--- src/rtl/config_adder_tree_sequencer.sv ---
// rtl/config_adder_tree_sequencer.sv - iterative reduction controller around a configurable adder-tree layer
//
// config_adder_tree_layer: one level of pairwise adds, full or two packed halves.
//   halvedPrecision : 1 = each operand is {upper, lower} of P/2 bits each
//   data_i          : INPUTS_AMOUNT operands, P bits each
//   data_o          : INPUTS_AMOUNT/2 sums, P+2 bits each ({upper, lower} of P/2+1 bits in halved mode)
//
// config_adder_tree_sequencer: loads one operand vector, runs LOG2N passes, presents the sum.
//   clk_i, rst_i            : clock, synchronous active-high reset
//   in_valid_i / in_ready_o : operand vector handshake, in_data_i + halved_precision_i
//   out_valid_o / out_ready_i : result handshake, out_data_o (ACC_W bits)
//   busy_o                  : reduction in flight or result waiting

module config_adder_tree_layer #(
  parameter int INPUTS_AMOUNT = 8,
  parameter int P             = 8
) (
  input  logic           halvedPrecision,
  input  logic [P-1:0]   data_i [INPUTS_AMOUNT],
  output logic [P+1:0]   data_o [INPUTS_AMOUNT/2]
);
  localparam int H = P / 2;

  for (genvar g = 0; g < INPUTS_AMOUNT / 2; g++) begin : g_pair
    logic [P-1:0] a;
    logic [P-1:0] b;
    logic [P+1:0] full_sum;
    logic [H:0]   hi_sum;
    logic [H:0]   lo_sum;

    assign a        = data_i[2*g];
    assign b        = data_i[2*g+1];
    assign full_sum = {{2{a[P-1]}}, a} + {{2{b[P-1]}}, b};
    assign hi_sum   = {a[P-1], a[P-1:H]} + {b[P-1], b[P-1:H]};
    assign lo_sum   = {a[H-1], a[H-1:0]} + {b[H-1], b[H-1:0]};
    assign data_o[g] = halvedPrecision ? {hi_sum, lo_sum} : full_sum;
  end
endmodule

module config_adder_tree_sequencer #(
  parameter  int INPUTS_AMOUNT = 8,
  parameter  int P             = 8,
  localparam int LOG2N         = $clog2(INPUTS_AMOUNT),
  localparam int ACC_W         = P + 2 * LOG2N
) (
  input  logic             clk_i,
  input  logic             rst_i,
  input  logic             in_valid_i,
  output logic             in_ready_o,
  input  logic [P-1:0]     in_data_i [INPUTS_AMOUNT],
  input  logic             halved_precision_i,
  output logic             out_valid_o,
  input  logic             out_ready_i,
  output logic [ACC_W-1:0] out_data_o,
  output logic             busy_o
);
  localparam int HW     = ACC_W / 2;
  localparam int HALF_N = INPUTS_AMOUNT / 2;
  localparam logic [LOG2N-1:0] LAST_PASS = LOG2N'(LOG2N - 1);

  typedef enum logic [1:0] {IDLE, REDUCE, DONE} state_t;

  state_t           state;
  state_t           state_nxt;
  logic [ACC_W-1:0] acc      [INPUTS_AMOUNT];
  logic [ACC_W-1:0] loaded   [INPUTS_AMOUNT];
  logic [ACC_W+1:0] layer_out [HALF_N];
  logic [ACC_W-1:0] repacked [HALF_N];
  logic [LOG2N-1:0] pass_cnt;
  logic             mode_q;
  logic             in_fire;
  logic             unused_layer_msbs;

  assign in_fire = in_valid_i && (state == IDLE);

  config_adder_tree_layer #(
    .INPUTS_AMOUNT (INPUTS_AMOUNT),
    .P             (ACC_W)
  ) u_layer (
    .halvedPrecision (mode_q),
    .data_i          (acc),
    .data_o          (layer_out)
  );

  // Operand load: full mode sign-extends the whole operand, halved mode
  // sign-extends each P/2 half into its own ACC_W/2 lane.
  for (genvar g = 0; g < INPUTS_AMOUNT; g++) begin : g_load
    assign loaded[g] = halved_precision_i
      ? {{LOG2N{in_data_i[g][P-1]}},   in_data_i[g][P-1:P/2],
         {LOG2N{in_data_i[g][P/2-1]}}, in_data_i[g][P/2-1:0]}
      : {{(2*LOG2N){in_data_i[g][P-1]}}, in_data_i[g]};
  end

  // The layer grows each lane by one bit; the accumulator width already
  // covers all LOG2N levels, so the carry bit of each lane is dropped.
  for (genvar g = 0; g < HALF_N; g++) begin : g_repack
    assign repacked[g] = mode_q
      ? {layer_out[g][ACC_W:HW+1], layer_out[g][HW-1:0]}
      : layer_out[g][ACC_W-1:0];
  end

  // The top carry bit is never needed in either mode.
  always_comb begin
    unused_layer_msbs = 1'b0;
    for (int i = 0; i < HALF_N; i++) begin
      unused_layer_msbs = unused_layer_msbs ^ layer_out[i][ACC_W+1];
    end
  end

  always_ff @(posedge clk_i) begin
    if (rst_i) begin
      state <= IDLE;
    end else begin
      state <= state_nxt;
    end
  end

  always_comb begin
    state_nxt = state;
    case (state)
      IDLE:    if (in_valid_i)             state_nxt = REDUCE;
      REDUCE:  if (pass_cnt == LAST_PASS)  state_nxt = DONE;
      DONE:    if (out_ready_i)            state_nxt = IDLE;
      default:                             state_nxt = IDLE;
    endcase
  end

  always_comb begin
    in_ready_o  = (state == IDLE);
    out_valid_o = (state == DONE);
    busy_o      = (state == REDUCE) || (state == DONE);
    out_data_o  = (state == DONE) ? acc[0] : '0;
  end

  always_ff @(posedge clk_i) begin
    if (rst_i) begin
      for (int i = 0; i < INPUTS_AMOUNT; i++) begin
        acc[i] <= '0;
      end
      pass_cnt <= '0;
      mode_q   <= 1'b0;
    end else if (in_fire) begin
      for (int i = 0; i < INPUTS_AMOUNT; i++) begin
        acc[i] <= loaded[i];
      end
      pass_cnt <= '0;
      mode_q   <= halved_precision_i;
    end else if (state == REDUCE) begin
      for (int i = 0; i < HALF_N; i++) begin
        acc[i] <= repacked[i];
      end
      for (int i = HALF_N; i < INPUTS_AMOUNT; i++) begin
        acc[i] <= '0;
      end
      pass_cnt <= pass_cnt + LOG2N'(1);
    end
  end
endmodule

--- config.mk ---
export PLATFORM = sky130hd
export DESIGN_NAME = config_adder_tree_sequencer
export DESIGN_NICKNAME = d
export VERILOG_FILES = /design/src/rtl/config_adder_tree_sequencer.sv
export SDC_FILE = /design/constraint.sdc
export NUM_CORES = 1
export LEC_CHECK = 0
export CORE_UTILIZATION = 57
export DETAILED_ROUTE_END_ITERATION = 10
export PLACE_DENSITY = 0.91
export SLEW_MARGIN = 20
export SYNTH_ARGS = -nofsm -noshare
export SYNTH_HDL_FRONTEND = slang
export SYNTH_SLANG_ARGS = --single-unit
--- constraint.sdc ---
create_clock -name clk_i -period 2.85 [get_ports clk_i]
set_clock_uncertainty 0.15 [all_clocks]
set_input_delay 0.57 -clock clk_i [delete_from_list [all_inputs] [get_ports clk_i]]
set_output_delay 0.57 -clock clk_i [all_outputs]
set_load 0.005 [all_outputs]
After elaboration in Yosys (flattened, before gate mapping)

Cells that the tools add are included.

Flip-flop bits (word level): 118
Output and inout bits: 17
Logic and storage cells: 59

Add/sub/neg operators: 13
Equal/unequal tests: 6
Multiplexer cells: 23
Reduce and logical (&&, ||, !) cells: 6

Operator list:

| kind                  | number |
|---|---|
| $mux W112             | 2 |
| $mux W10              | 8 |
| $mux W14              | 5 |
| $add A14 B14 Y15      | 4 |
| $mux W15              | 4 |
| $add A7 B7 Y8         | 4 |
| $add A7 B7 Y7         | 4 |
| $mux W2               | 3 |
| $pmux W2 S3           | 1 |
| $ne A2 B2 Y1 const B  | 2 |
| $add A3 B1 Y3 const B | 1 |
| $eq A3 B2 Y1 const B  | 1 |
| $reduce_and A3 Y1     | 1 |
| $eq A2 B1 Y1 const B  | 1 |
| $eq A2 B2 Y1 const B  | 1 |
| $logic_not A2 Y1      | 1 |
| $ne A2 B1 Y1 const B  | 1 |
| $reduce_bool A2 Y1    | 1 |
| $reduce_or A2 Y1      | 1 |
| $logic_and A1 B1 Y1   | 1 |
| $logic_or A1 B1 Y1    | 1 |

Logic depth before layout (Yosys ltp)

Gate-level depths: netlist (run 1).

Word-level depth: 5
Depth in mapped cells: 10

Modules after synthesis

A second synthesis (run 1) with hierarchy kept.

Cell total of the unflattened synthesis: 1068
Area, all modules: 8543.2 µm²

Modules (own cells, without submodules):

| module                      | instances | cells each | area each (µm²) |
|---|---|---|---|
| config_adder_tree_sequencer | 1         | 557        | 4979.8 |
| config_adder_tree_layer     | 1         | 511        | 3563.4 |

Least setup slack after synthesis (run 1)

OpenSTA, ideal clock, no wires.

Path type: reg-to-reg
Start point: register acc[28] in the netlist's numbering
End point: register acc[80] in the netlist's numbering
Setup time: 130 ps
Data arrival time: 2162 ps
Path slack: 408 ps
Stages on the path, launching flop included: 9
Period minus slack after synthesis: 2442 ps
Cell sequence: dfxtp_1 > ha_1 > fa_1 > a21oi_1 > o311ai_1 > or4_1 > a31oi_1 > xor2_1 > o22ai_1

Longest elaborated chain between the ends: 5

RTL lines:

| item                              | RTL line | RTL |
|---|---|---|
| from (decl)                       | 65       | `logic [ACC_W-1:0] acc [INPUTS_AMOUNT];` |
| from (signal, indexed assignment) | 144      | `acc[i] <= loaded[i];` |
| from (signal, indexed assignment) | 150      | `acc[i] <= repacked[i];` |
| $add A14 B14 Y15                  | 33       | `assign full_sum = {{2{a[P-1]}}, a} + {{2{b[P-1]}}, b};` |
| $mux W15                          | 36       | `assign data_o[g] = halvedPrecision ? {hi_sum, lo_sum} : full_sum;` |
| $mux W14                          | 98       | `? {layer_out[g][ACC_W:HW+1], layer_out[g][HW-1:0]}` |
| $mux W112                         | 148      | `end else if (state == REDUCE) begin` |
| $mux W112                         | 142      | `end else if (in_fire) begin` |

Every way passes these cells. The select of a mux whose other input is x is not followed.
A chain may end at the register's enable or synchronous reset.

Worst setup path in the final report (run 1)

Same ends and word-level chain as after synthesis.

==> results of run 1 <==
[worst max path at each step]
| stage | from | end | slack (ns) |
|---|---|---|---|
| 2_1_floorplan | acc[28] | acc[80] | 0.41 |
| 3_3_place_gp | acc[28] | acc[80] | 0.19 |
| 3_5_place_dp | acc[28] | acc[80] | 0.16 |
| 4_1_cts | acc[28] | acc[80] | 0.12 |
| 5_1_grt | acc[28] | acc[80] | -0.002 |
| 6_report | acc[28] | acc[80] | 0.16 |
[final cells by class]
class	count	area, µm²	area share (%)
Tap cell	147	184	2.19
Multi-Input combinational cell	732	4660	55.5
Timing Repair Buffer	103	1010	12.0
Inverter	17	63.8	0.761
Sequential cell	106	2120	25.3
Clock inverter	6	114	1.36
Clock buffer	10	239	2.85
[cell usage after synthesis (all sizes together) (3+ instances only)]
library cell | number | share of area [%]
a21oi | 124 | 8.9
dfxtp | 106 | 30
nand2 | 96 | 5.1
nor2 | 84 | 4.5
o21ai | 64 | 4.5
ha | 55 | 9.8
clkbuf | 39 | 2.1
nand3 | 37 | 2.6
a211oi | 30 | 3.2
nor3 | 20 | 1.4
buf | 18 | 0.99
and2 | 17 | 1.5
inv | 17 | 0.91
xnor2 | 16 | 2.0
a21o | 14 | 1.5
a31oi | 14 | 1.2
o21a | 14 | 1.5
mux2i | 13 | 1.8
a2111oi | 11 | 1.4
xor2 | 11 | 1.4
fa | 8 | 2.3
a31o | 7 | 0.87
o211ai | 7 | 0.75
o21bai | 7 | 0.75
a221oi | 6 | 0.75
nand2b | 6 | 0.53
nor2b | 6 | 0.53
o22ai | 6 | 0.53
and3 | 5 | 0.44
nor4 | 5 | 0.44
a311oi | 4 | 0.50
nand4 | 4 | 0.35
or3 | 4 | 0.35
nor3b | 3 | 0.32
nor4b | 3 | 0.37
o311ai | 3 | 0.37
or4 | 3 | 0.37
[routing by layer]
| metal | global-route usage [%] | wire length (µm) | part of all wire (%) | vias to the layer above |
|---|---|---|---|---|
| met3 | 5.03 | 1300 | 6.9 | 45 |
| li1 | - | - | - | 3455 |
| met4 | 15.7 | 546 | 2.9 | 0 |
| met1 | 37.6 | 8040 | 42 | 3253 |
| met2 | 52.2 | 9040 | 48 | 309 |
| met5 | 0 | 0 | 0 | - |
[worst min-delay path: stages, from the launching register on]
cell     delay [ns]
dfxtp_1        0.31
nand2_1        0.05
a21oi_1        0.05
[state kept, by name, indices dropped and copies added (netlist names)]
signal    cells
pass_cnt      3
mode_q        1
acc         100
state         2
[logic make-up (layout without fill, tap and decap cells)]
logic type,after synthesis,after routing
compound gates,327,327
xor+xnor,27,27
fa+ha+maj,63,63
buf+inv,74,136
flops,106,106
mux,14,14
simple gates,301,301
[through the flow]
step | TNS [ns] | hold slack [ns] | cells | power [W]
finish | 0 | 0.308 | 1121 | 0.00768
global route | -0.00216 | 0.326 | 1121 | 0.00824
CTS | 0 | 0.310 | 1121 | 0.00762
detailed placement | 0 | 0.301 | 1105 | 0.00613
global placement | 0 | 0.292 | 1105 | 0.00604
floorplan | 0 | 0.286 | 912 | 0.00505
[power by group]
| part | internal, W | leakage [nW] | total [W] | switching [W] |
|---|---|---|---|---|
| combinational | 0.00162 | 2.27 | 0.00397 | 0.00234 |
| clock | 0.000884 | 0.165 | 0.00146 | 0.000573 |
| sequential | 0.00192 | 0.874 | 0.00226 | 0.000338 |
| total | 0.00443 | 3.31 | 0.00768 | 0.00325 |
[what timing repair did]
action,4_1_cts,5_1_grt
gates resized for setup,0,1
hold buffers,0,0
setup buffers,0,0
endpoints found under the setup margin,0,1
hold endpoints to repair,0,0
==> results.toml, run 1 <==
[worst_setup_path]
max_stage_delay_ns = 0.49
worstPathMaxFanout = 3
rrSetupSlack_ns = 0.16
path_delay_family = "compound AO/OA/AOI/OAI gates"
reg2reg_to = "acc[80]"
cp-end-kind = "flop"
worstPathArrival_ns = 2.77
worstPathRequired_ns = 2.92
worst-path-buf-inv = 0
path_class = "reg2reg"
start_kind = "flop"
cp_cell_sequence = "ha_1 -> fa_1 -> a21oi_2 -> o311ai_1 -> or4_1 -> a31oi_1 -> xor2_1 -> o22ai_1"
reg2reg_from = "acc[28]"
reg2reg_depth = 8
cp.depth = 8
cp_slowest_cell = "or4_1"

[yosys]
async_flop_share_pct = 0
synthXorXnorAreaFrac_pct = 3.35
synth.yosys.seq_area_share_pct = 30.1
synth_warnings = 0
ys_types = 64
syn_nets = 1044
synth_compound_area_share_pct = 28.7
ys_seq_elements = 106
synthSimpleGateAreaFrac_pct = 19.8
syn_inst = 912
synth-edff-count = 0
synth_mux_area_share_pct = 2.01
synthAdderAreaFrac_pct = 12.0
synth-main-ff-cell = "dfxtp_1"
synth_top_family_by_area = "compound AO/OA/AOI/OAI gates"
syn_area_um2 = 7050
avgSynthCellArea_um2 = 7.73

[die]
pin_count = 86
die_y_um = 113
die_w_um = 113
core_region_area_um2 = 12000
dieArea_um2 = 12800
start_util_pct = 58.7
rows = 40

[timing]
report.final.slew_viol_count = 0
fmax_mhz = 372
layout_setup_ws_ns = 0.159
tightest_slew_ns = 0.522
period_share_pct = 94.4
hold_viol = 0
fin_crit_ns = 2.69
setup_viol = 0
relSlewSlack_pct = 65.0

[global_routing]
grt_pass1_wl_um = 31500
grt_start_max_net_pins = 105
grt-ovfl-total = 0
grt_pass1_vias = 6900
grt_use_total_pct = 30.7
grt_antenna_before_repair = 0

[placed_design]
numPortBuffers = 85
gp_congestion = 0.929
dpl.hpwl_um = 13600
post-place-ws_ns = 0.156
post_dp_cell_area_um2 = 8030

[clock_network]
clockBufferDepth = 2
clk_pin_slew_ns = 0.07
clock_latency_ns = 0.35
cts_root_buffer = "clkbuf_16"
cts_tree = "built"
clock-sinks = 106
cts_buffers = 9
cts_max_level = 3

[run_status]
status = "finished clean"

[run]
maxCapViolCount = 0

[finish]
area_growth_pct = 19.0
fill_cells = 974
fin_util_pct = 69.8
final_area_um2 = 8390
diodes = 0
layout-drive-gt1-share_pct = 4.72
final_cell_mix = "122 x a21oi_1, 106 x dfxtp_1, 95 x nand2_1"
final_common_cell = "a21oi_1"
nets = 1101

[route]
drtPass1Iterations = 6
drc = 0
totalWireLength_um = 18900
vias_per_cell = 6.30
drt_iter0_markers = 670
vias = 7062
wl_per_cell_um = 16.9
detail-route-antenna-nets = 0

[power]
peakVddDrop_mv = 0.477
p_leak_nw = 3.31
power_density_nw_per_um2 = 916

[worst_hold_path]
min_to = "acc[32]"
hold_path.class = "reg2reg"
holdPathStages = 2
hp-start = "acc[32]"
Note: power is estimated with default switching activity, not from simulation.
==> run 2: changes to the inputs <==
- CTS_CLUSTER_SIZE: not set -> 8
- TNS_END_PERCENT: not set -> 20
==> results of run 2 <==
Final layout, timing and power as in run 1 (identical DEF).
==> run 3: changes to the inputs <==
- CELL_PAD_IN_SITES_DETAIL_PLACEMENT: not set -> 0
- CELL_PAD_IN_SITES_GLOBAL_PLACEMENT: not set -> 1
- CORE_UTILIZATION: 57 -> 48
- DONT_BUFFER_PORTS: not set -> 1
==> results.toml, run 3 (synthesis results as in run 1) <==
[timing]
tns_ns = 0
fin_crit_ns = 2.63
fmax_mhz = 380
hold_viol = 0
layout_setup_ws_ns = 0.218
period_share_pct = 92.4
relSlewSlack_pct = 50.9
tightest_slew_ns = 0.735
setup_viol = 0
rsz0062_at_grt = "false"
report.final.slew_viol_count = 0

[placed_design]
dpl.hpwl_um = 13500
numPortBuffers = 0
gp_congestion = 0.861
post-place-ws_ns = 0.240
post_dp_cell_area_um2 = 7220

[route]
totalWireLength_um = 18700
vias_per_cell = 6.02
drtPass1Iterations = 5
wl_per_cell_um = 17.5
vias = 6445
drt_iter0_markers = 333
detail-route-antenna-nets = 0
drc = 0

[power]
peakVddDrop_mv = 0.481
p_leak_nw = 2.98
power_density_nw_per_um2 = 975
power_w = 0.00736

[clock_network]
clock_latency_ns = 0.36
cts_setup_buffers = 0
cts_root_buffer = "clkbuf_16"
cts_hold_buffers = 0
clockBufferDepth = 2
post_cts_resized = 0
clk_pin_slew_ns = 0.07
cts_tree = "built"
cts_buffers = 9
cts_max_level = 3
clock-sinks = 106

[die]
rows = 43
die_y_um = 123
dieArea_um2 = 15200
pin_count = 86
die_w_um = 123
start_util_pct = 50.0
core_region_area_um2 = 14100

[worst_setup_path]
cp_slowest_cell = "or4_1"
worst-path-buf-inv = 0
start_kind = "flop"
worstPathArrival_ns = 2.73
worstPathRequired_ns = 2.94
path_class = "reg2reg"
max_stage_delay_ns = 0.49
cp_cell_sequence = "ha_1 -> fa_1 -> a21oi_1 -> o311ai_1 -> or4_1 -> a31oi_1 -> xor2_1 -> o22ai_1"
path_delay_family = "compound AO/OA/AOI/OAI gates"
cp-end-kind = "flop"
worstPathMaxFanout = 3

[finish]
regMostFlops = "acc"
largest_reg_flops = 100
final_area_um2 = 7550
final_cell_mix = "123 x a21oi_1, 106 x dfxtp_1, 95 x nand2_1"
layout-drive-gt1-share_pct = 4.94
diodes = 0
final_common_cell = "a21oi_1"
reg_top3 = "acc x100, pass_cnt x3, state x2"
nets = 1017
area_growth_pct = 7.10

[global_routing]
grt_use_total_pct = 25.3
grt_pass1_wl_um = 29700
grt_start_max_net_pins = 106
grt-ovfl-total = 0
grt_pass1_vias = 5938
grt_antenna_before_repair = 0

[run]
maxCapViolCount = 0

[worst_hold_path]
hold_path.class = "in2reg"

[run_status]
status = "finished clean"
## run 3: layout make-up
type                       instances  area (µm²)
inverter                          17        63.8
multi-input combinational        732        4650
fill                            1393        6550
sequential                       106        2120
clock buffer                      12         256
timing repair buffer              19         155
clock inverter                     4        73.8
tap                              180         225
## run 3: path summary, 6_finish.rpt
| check | end | slack [ns] | cells after the start | startpoint |
|---|---|---|---|---|
| min reg2reg | acc[7] | 0.31 | 2 | acc[7] |
| min | acc[64] | 0.17 | 1 | rst_i |
| max reg2reg | acc[80] | 0.22 | 8 | acc[28] |
| max | acc[80] | 0.22 | 8 | acc[28] |
## run 3: per-stage QoR
| step | instances | util (%) | hold slack (ns) |
|---|---|---|---|
| floorplan | 912 | - | 0.286 |
| global placement | 1054 | 51.2 | 0.287 |
| detailed placement | 1054 | 51.2 | 0.293 |
| CTS | 1070 | 53.6 | 0.127 |
| global route | 1070 | 53.6 | 0.130 |
| finish | 1070 | 53.6 | 0.171 |
## run 3: worst reg2reg max path, delay by kind of cell (launching register included)
family / cells / cell delay, ns
fa+ha+maj: 2 / 0.66
flops: 1 / 0.32
xor+xnor: 1 / 0.17
simple gates: 1 / 0.49
compound gates: 4 / 0.73
## run 3: power by group
part,internal [W],switching [W]
combinational,0.00148,0.00226
sequential,0.00192,0.000323
clock,0.000819,0.000565
total,0.00422,0.00315
## run 3: metal layers
metal  up-vias  global-route usage [%]  wire (µm)
li1       3287                       -          -
met1      2971                    32.6       8480
met2       163                    42.1       8740
met3        24                    5.67       1190
met4         0                    7.61        317
met5         -                       0          0
